`src/rtl/uart_pkg.sv`:
```
// Shared UART definitions: state encoding, bit-timing helpers, parity helper
// and the default clock/baud constants used by both transmitter and receiver.
package uart_pkg;

   localparam int UART_CLK_FREQ  = 32'd100_000_000;
   localparam int UART_BAUD_RATE = 32'd115_200;

   // Frame state encoding (legacy-compatible constants)
   typedef logic [2:0] uart_state_t;
   localparam uart_state_t ST_IDLE   = 3'd0;
   localparam uart_state_t ST_START  = 3'd1;
   localparam uart_state_t ST_DATA   = 3'd2;
   localparam uart_state_t ST_PARITY = 3'd3;
   localparam uart_state_t ST_STOP   = 3'd4;

   // Clock cycles per bit, truncating division
   function automatic int clks_per_bit(input int clk_freq, input int baud_rate);
      return clk_freq / baud_rate;
   endfunction

   // Counter width able to hold 0..n-1, never narrower than one bit
   function automatic int cnt_width(input int n);
      return (n > 32'sd1) ? $clog2(n) : 32'sd1;
   endfunction

   // Even parity over a zero-extended data word
   function automatic logic even_parity(input logic [8:0] d);
      return ^d;
   endfunction

endpackage

```
`src/rtl/uart_baud_tick.sv`:
```
// Bit-period timer: emits a one-cycle tick every CLKS_PER_BIT cycles.
// Asserting clear restarts the period so the next tick lands CLKS_PER_BIT
// cycles later.
module uart_baud_tick
   import uart_pkg::*;
#(
   parameter int CLKS_PER_BIT = 10,
   parameter int CNT_W        = 4
)(
   input  logic clk,
   input  logic reset,
   input  logic clear,
   output logic tick
);

   localparam logic [CNT_W-1:0] LAST_CNT = CNT_W'(CLKS_PER_BIT - 1);

   logic [CNT_W-1:0] count_r;

   // Count 0..CLKS_PER_BIT-1 and wrap; clear restarts the period
   always_ff @(posedge clk) begin
      if (reset) begin
         count_r <= '0;
      end else if (clear) begin
         count_r <= '0;
      end else if (count_r == LAST_CNT) begin
         count_r <= '0;
      end else begin
         count_r <= count_r + {{(CNT_W-1){1'b0}}, 1'b1};
      end
   end

   assign tick = (count_r == LAST_CNT);

endmodule

```
`src/rtl/uart_tx.sv`:
```
// UART transmitter: start bit, DATA_BITS data bits LSB first, optional even
// parity bit, STOP_BITS stop bits. The parity bit is compiled in only when
// UART_TX_PARITY_EN is defined. tx, tx_ready and tx_done are all registered.
module uart_tx
   import uart_pkg::*;
#(
   parameter int CLK_FREQ  = UART_CLK_FREQ,
   parameter int BAUD_RATE = UART_BAUD_RATE,
   parameter int DATA_BITS = 8,
   parameter int STOP_BITS = 1
)(
   input  logic                 clk,
   input  logic                 reset,
   input  logic [DATA_BITS-1:0] tx_data,
   input  logic                 tx_valid,
   output logic                 tx_ready,
   output logic                 tx,
   output logic                 tx_done
);

   localparam int CLKS_PER_BIT = clks_per_bit(CLK_FREQ, BAUD_RATE);
   localparam int CNT_W        = cnt_width(CLKS_PER_BIT);
   localparam logic [3:0] LAST_DATA = 4'(DATA_BITS - 1);
   localparam logic [3:0] LAST_STOP = 4'(STOP_BITS - 1);

   uart_state_t          state_r, state_nxt_s;
   logic [DATA_BITS-1:0] shift_r, shift_nxt_s;
   logic [3:0]           bit_idx_r, bit_idx_nxt_s;
   logic                 tx_r, tx_nxt_s;
   logic                 ready_r, done_r, done_nxt_s;
   logic                 handshake_s, tick_s;
`ifdef UART_TX_PARITY_EN
   logic                 parity_r;
   logic [8:0]           data9_s;
`endif

   assign handshake_s = tx_valid && (state_r == ST_IDLE);

   uart_baud_tick #(
      .CLKS_PER_BIT (CLKS_PER_BIT),
      .CNT_W        (CNT_W)
   ) u_baud_tick (
      .clk   (clk),
      .reset (reset),
      .clear (handshake_s),
      .tick  (tick_s)
   );

`ifdef UART_TX_PARITY_EN
   // Zero-extend the incoming word for the parity helper
   always_comb begin
      data9_s                = 9'd0;
      data9_s[DATA_BITS-1:0] = tx_data;
   end
`endif

   // Next-state, shift and bit-index logic; one bit advance per baud tick
   always_comb begin
      state_nxt_s   = state_r;
      shift_nxt_s   = shift_r;
      bit_idx_nxt_s = bit_idx_r;
      done_nxt_s    = 1'b0;
      case (state_r)
         ST_IDLE: begin
            if (handshake_s) begin
               state_nxt_s   = ST_START;
               shift_nxt_s   = tx_data;
               bit_idx_nxt_s = 4'd0;
            end else begin
               state_nxt_s = ST_IDLE;
            end
         end
         ST_START: begin
            if (tick_s) begin
               state_nxt_s = ST_DATA;
            end else begin
               state_nxt_s = ST_START;
            end
         end
         ST_DATA: begin
            if (tick_s) begin
               shift_nxt_s = {1'b0, shift_r[DATA_BITS-1:1]};
               if (bit_idx_r == LAST_DATA) begin
                  bit_idx_nxt_s = 4'd0;
`ifdef UART_TX_PARITY_EN
                  state_nxt_s   = ST_PARITY;
`else
                  state_nxt_s   = ST_STOP;
`endif
               end else begin
                  bit_idx_nxt_s = bit_idx_r + 4'd1;
               end
            end else begin
               state_nxt_s = ST_DATA;
            end
         end
`ifdef UART_TX_PARITY_EN
         ST_PARITY: begin
            if (tick_s) begin
               state_nxt_s = ST_STOP;
            end else begin
               state_nxt_s = ST_PARITY;
            end
         end
`endif
         ST_STOP: begin
            if (tick_s) begin
               if (bit_idx_r == LAST_STOP) begin
                  state_nxt_s   = ST_IDLE;
                  bit_idx_nxt_s = 4'd0;
                  done_nxt_s    = 1'b1;
               end else begin
                  bit_idx_nxt_s = bit_idx_r + 4'd1;
               end
            end else begin
               state_nxt_s = ST_STOP;
            end
         end
         default: begin
            state_nxt_s   = ST_IDLE;
            bit_idx_nxt_s = 4'd0;
         end
      endcase
   end

   // Line level for the state being entered, so tx changes with the state
   always_comb begin
      tx_nxt_s = 1'b1;
      case (state_nxt_s)
         ST_IDLE:   tx_nxt_s = 1'b1;
         ST_START:  tx_nxt_s = 1'b0;
         ST_DATA:   tx_nxt_s = shift_nxt_s[0];
`ifdef UART_TX_PARITY_EN
         ST_PARITY: tx_nxt_s = parity_r;
`endif
         ST_STOP:   tx_nxt_s = 1'b1;
         default:   tx_nxt_s = 1'b1;
      endcase
   end

   // State, datapath and registered outputs
   always_ff @(posedge clk) begin
      if (reset) begin
         state_r   <= ST_IDLE;
         shift_r   <= '0;
         bit_idx_r <= 4'd0;
         tx_r      <= 1'b1;
         ready_r   <= 1'b1;
         done_r    <= 1'b0;
      end else begin
         state_r   <= state_nxt_s;
         shift_r   <= shift_nxt_s;
         bit_idx_r <= bit_idx_nxt_s;
         tx_r      <= tx_nxt_s;
         ready_r   <= (state_nxt_s == ST_IDLE);
         done_r    <= done_nxt_s;
      end
   end

`ifdef UART_TX_PARITY_EN
   // Parity is captured at handshake because the shift register is consumed
   always_ff @(posedge clk) begin
      if (reset) begin
         parity_r <= 1'b0;
      end else if (handshake_s) begin
         parity_r <= even_parity(data9_s);
      end else begin
         parity_r <= parity_r;
      end
   end
`endif

   assign tx       = tx_r;
   assign tx_ready = ready_r;
   assign tx_done  = done_r;

endmodule

```
`config.mk`:
```
export PLATFORM = sky130hd
export DESIGN_NAME = uart_tx
export DESIGN_NICKNAME = d
export VERILOG_FILES = /design/src/rtl/uart_pkg.sv /design/src/rtl/uart_baud_tick.sv /design/src/rtl/uart_tx.sv
export SDC_FILE = /design/constraint.sdc
export NUM_CORES = 1
export LEC_CHECK = 0
export BUFFER_PORTS_ARGS = -buffer_cell sky130_fd_sc_hd__clkbuf_2
export CORE_AREA = 2 2 50 52
export CTS_CLUSTER_DIAMETER = 40
export DETAILED_ROUTE_END_ITERATION = 16
export DIE_AREA = 0 0 52 54
export GPL_TIMING_DRIVEN = 0
export HOLD_SLACK_MARGIN = 0.08
export PLACE_DENSITY = 0.76
export SYNTH_ARGS = -nofsm -noshare
export SYNTH_HDL_FRONTEND = slang
export SYNTH_SLANG_ARGS = --single-unit
export TNS_END_PERCENT = 30
```
`constraint.sdc`:
```
create_clock -name clk -period 3.1 [get_ports clk]
set_input_delay 0.155 -clock clk [delete_from_list [all_inputs] [get_ports clk]]
set_output_delay 0.155 -clock clk [all_outputs]
set_load 0.02 [all_outputs]
```
== Word-level counts from Yosys, hierarchy flattened ==
Index checks and enable logic that the tools add are counted.
Word-level totals
  ROM bits: 0
  bits in writable memories: 0
  memories: 0
  latch bits: 0
  bits in registers: 28
  bits of input ports: 11
  word-level logic and storage cells: 50
Cells by class
  multiplexer cells: 18
  $add $sub $neg: 2
  div/mod/pow operators: 0
  $lt $le $gt $ge: 0
  equality and inequality tests: 10
  reduce and logical (&&, ||, !) cells: 9
  bitwise operators: 3
  $mul: 0
  shifts and indexed selects: 0
Operators by type and width (number)
  4-bit two-way mux: 5
  8-bit two-way mux: 2
  4-bit one-hot mux with 4 select lines: 1
  8-bit one-hot mux with 2 select lines: 1
  3-bit two-way mux: 4
  3-bit one-hot mux with 4 select lines: 1
  10-bit by 1-bit adder with 10-bit output (second input constant): 1
  10-bit equality test (second input constant): 1
  3-bit by 1-bit equality test with 1-bit output (second input constant): 2
  3-bit by 2-bit equality test with 1-bit output (second input constant): 2
  3-bit zero test: 2
  2-bit != test (second input constant): 3
  3-bit OR reduction: 2
  4-bit by 1-bit adder with 4-bit output (second input constant): 1
  4-bit by 3-bit equality test with 1-bit output (second input constant): 1
  4-bit zero test: 1
  4-bit AND reduction: 1
  3-bit equality test (second input constant): 1
  1-bit NOT: 3
  3-bit AND reduction: 1
  1-bit two-way mux: 2
  2-bit two-way mux: 1
  1-bit one-hot mux with 2 select lines: 1
  2-bit nonzero test: 1
  1-bit logical AND: 1

== Depth between registers and ports, before layout ==
  depth after elaboration: 6
  gate-level depth with buffers: 8
  mapped depth without buffers: 7

== Hierarchy ==
Synthesis repeated with hierarchy kept, for this count alone.
Unflattened totals
  cells, all modules: 152
  area, all modules: 1373.8 µm²
By module, submodules not included
  uart_tx: area an instance 919.6 µm², instances 1, seq. area each 360.3 µm², cells each 99
  uart_baud_tick: area an instance 454.2 µm², instances 1, seq. area each 200.2 µm², cells each 53

== Worst setup path before layout ==
Ideal clock, no wire load.
  path kind: flip-flop to flip-flop
  start: reg u_baud_tick.count_r[0]
  end: reg bit_idx_r[3]
  arrival: 1.974 ns
  data required time: 3.030 ns
  library setup time: 0.070 ns
  cell stages (with the launch flop): 7
  clock period less this slack: 2.044 ns
  path buffers: 0
  path slack: 1.056 ns
  path through: dfxtp_1 ha_1 or3b_4 nor3_4 o31ai_2 or4_1 a21oi_1
On the way
  word-level cells in the longest chain between the ends: 3
  elaborated cells between the ends (all ways): 4
RTL lines
  from (decl): RTL line uart_baud_tick.sv:18  | logic [CNT_W-1:0] count_r;
  from (signal assigned): RTL line uart_baud_tick.sv:29  | count_r <= count_r + {{(CNT_W-1){1'b0}}, 1'b1};
  10-bit equality test (*): RTL line uart_baud_tick.sv:33  | assign tick = (count_r == LAST_CNT);
  2-bit != test (no line)
  4-bit AND reduction (no line) (*)
  to (signal assigned): RTL line uart_tx.sv:153  | bit_idx_r <= bit_idx_nxt_s;
  to (decl): RTL line uart_tx.sv:28  | logic [3:0] bit_idx_r, bit_idx_nxt_s;
Mark *: on every way between the ends. The rest lies on a longest branch, timed or not.
A chain may end at the register's enable or synchronous reset.

== Worst setup path in the final report ==
Same ends and word-level chain as after synthesis.

==> impl_metrics.yaml <==
outcome:
  status: "finished clean"
placed_design:
  dpl.hpwl_mm: 1.79
  io_buffers: 12
  dp_slack_ns: 0.874
  gp_congestion: 0.715
  placed_cell_area_um2: 1400
global_route:
  grt_overflow_total: 0
  grt_usage: 0.204
  antenna_found_initial: 0
  grt_pass1_vias: 1004
  grt_pass1_wl_mm: 4.20
  grt_start_max_net_pins: 15
timing:
  clock.fmax_mhz: 447
  fin_crit_ns: 2.24
  rsz0062_at_grt: "no"
  fin_hold_ws_ns: 0.113
  fin_crit_sh: 0.722
  finalSetupTns_ns: 0
  drv_slew: 0
  final_hold_viol_count: 0
  finalWorstSetupSlack_ns: 0.861
  skew_ns: 0.00349
  setup-violations-final: 0
  worstMarginPinSlew_ns: 0.575
  slew_headroom: 0.614
yosys:
  synth_fp_nets: 164
  synth_ff_type: "dfxtp_1"
  syn_avg_cell_area_um2: 8.70
  ys_ff_latch: 28
  ys.warnings.count: 0
  synth_edf_count: 0
  ys_types: 41
  syn_area_um2: 1310
  ys_seq_area_frac: 0.430
  netlist_instances: 150
  synthArstFlopShare: 0
clock_tree:
  clockRootBuffer: "clkbuf_4"
  cts_made_buffers: 3
  htreeDepth: 1
  path_clk_slew_ns: 0.14
  clockBufferDepth: 2
  cts_tree: "done"
  cts_setup_buffers: 0
  cts.sinks: 28
  clkLatencyLatePin_ns: 0.32
worst_setup_path:
  crit_slowest_cell: "or4_1"
  max_stage_delay_ns: 0.51
  regToRegSetupSlack_ns: 0.86
  crit_start: "u_baud_tick.count_r[0]"
  cp-end-kind: "register"
  arrival_ns: 2.50
  reg2reg_from: "u_baud_tick.count_r[0]"
  critPathLaunchType: "register"
  crit_chain: "ha_1, or3b_4, nor3_4, o31ai_2, or4_1, a21oi_1"
  worstPathRequired_ns: 3.37
  timing.rr.end: "bit_idx_r[3]"
  cp_top_family: "simple AND/OR/NAND/NOR gates"
  path_buf_inv: 0
  critPathKind: "register to register"
  path_max_fanout: 10
  r2r_cells: 6
route:
  num_vias: 1098
  routedWlPerCell_um: 12.5
  drtPass1Iterations: 5
  viasPerCell: 5.60
  drcViolationCount: 0
  drt_wl_total_mm: 2.46
  initialDrtViolationCount: 24
  antenna_left: 0
floorplanning:
  die_height_um: 54
  start_util: 0.563
  dieArea_um2: 2810
  die_x_um: 52
  num_rows: 18
  coreArea_um2: 2320
  ios: 14
power:
  p_per_area_nw_per_um2: 409
  cellLeakagePower_nw: 0.555
  peakVddDrop_v: 0.000386
finish:
  finish.instance_area_um2: 1440
  syn_to_final_growth_pct: 9.97
  finalNetCount: 182
  layout-drive-gt1-share: 0.145
  antenna_cells: 0
worst_hold_path:
  min_path_cells: 3
  worstHoldEndpoint: "shift_r[2]"
  hp-start: "tx_data[2]"
  min_path_type: "input port to register"
job:
  maxCapViolations: 0
==> report_power, final <==
group	leakage, nW	switching (W)	internal [W]
Clock	0.0138	0.000101	0.0000456
Combinational	0.313	0.0000364	0.0000266
Sequential	0.228	0.00000562	0.000372
Total	0.555	0.000143	0.000444
==> logic make-up (layout without fill, tap and decap cells) <==
family          after synthesis  after routing  synth area share
flops                        28             28             0.430
xor+xnor                      9              9            0.0604
fa+ha+maj                     3              3            0.0288
buf+inv                      10             26            0.0307
mux                           2              2            0.0153
compound gates               31             31             0.160
simple gates                 67             67             0.275
==> stage by stage <==
step                      utilization  power, W  std cells
final                           0.619  0.000587        196
after global routing            0.619  0.000615        196
after CTS                       0.619  0.000592        196
after detailed placement        0.605  0.000448        192
after global placement          0.605  0.000445        192
after floorplan                     -  0.000430        150
==> flip-flops by register name, summed over array words and instances (netlist names) <==
register / count
bit_idx_r: 4
shift_r: 8
state_r: 3
tx: 1
tx_done: 1
tx_ready: 1
u_baud_tick.count_r: 10
==> cells in the mapped netlist (2+ instances only) <==
library cell  instances  share of area
nand3_1               5          0.019
xor2_1                6          0.040
nor3_1                3          0.012
a22oi_1               7          0.040
inv_1                 3         0.0086
buf_2                 2         0.0077
a21oi_1              12          0.046
clkbuf_1              4          0.012
nand2_1              14          0.040
xnor2_1               3          0.020
ha_1                  3          0.029
o21ai_0               2         0.0077
nor3b_1               3          0.017
nor4_1                2         0.0096
mux2i_1               2          0.015
nor2_1               22          0.063
and3_1                3          0.014
nand4_1               2         0.0096
or3b_1                2          0.013
dfxtp_1              28           0.43
and2_1                2         0.0096
==> worst min-delay path: cells and delay by family <==
family	cells	cell delay, ns
buffers and inverters	1	0.08
AO/OA/AOI/OAI	2	0.18
==> how the worst max path moves through the flow <==
| stage | end | slack [ns] | cells past startpoint |
|---|---|---|---|
| after floorplan | bit_idx_r[3] | 1.06 | 6 |
| after detailed placement | bit_idx_r[3] | 0.87 | 6 |
| final | bit_idx_r[3] | 0.86 | 6 |
| after global routing | bit_idx_r[3] | 0.73 | 6 |
| after CTS | bit_idx_r[3] | 0.84 | 6 |
| after global placement | bit_idx_r[3] | 0.88 | 6 |
==> cell type report <==
type                            count  area, µm²
Fill cell                         198        885
Multi-Input combinational cell    112        704
Sequential cell                    28        561
Timing Repair Buffer               13       70.1
Tap cell                           30       37.5
Buffer                              7       28.8
Clock buffer                        3       22.5
Inverter                            3       11.3
==> cells in the final DEF, fill, tap and decap left out, types with 4 or more instances in the layout <==
cell,instances
clkbuf_1,4
xor2_1,6
a21oi_1,12
a22oi_1,7
nand3_1,5
clkbuf_2,12
nand2_1,14
nor2_1,22
dfxtp_1,28
==> timing repair <==
item	4_1_cts	5_1_grt
hold buffers	1	0
endpoints found under the hold margin	1	0
gates resized for setup	0	0
==> routing by layer <==
metal | GRT usage | vias to the layer above | share of wire
met1 | 0.248 | 513 | 0.46
met2 | 0.344 | 20 | 0.49
met4 | 0.114 | 0 | 0.021
met3 | 0.0333 | 4 | 0.031
met5 | 0 | - | 0
li1 | - | 561 | -
No activity file was read; power rests on OpenSTA's default activity.
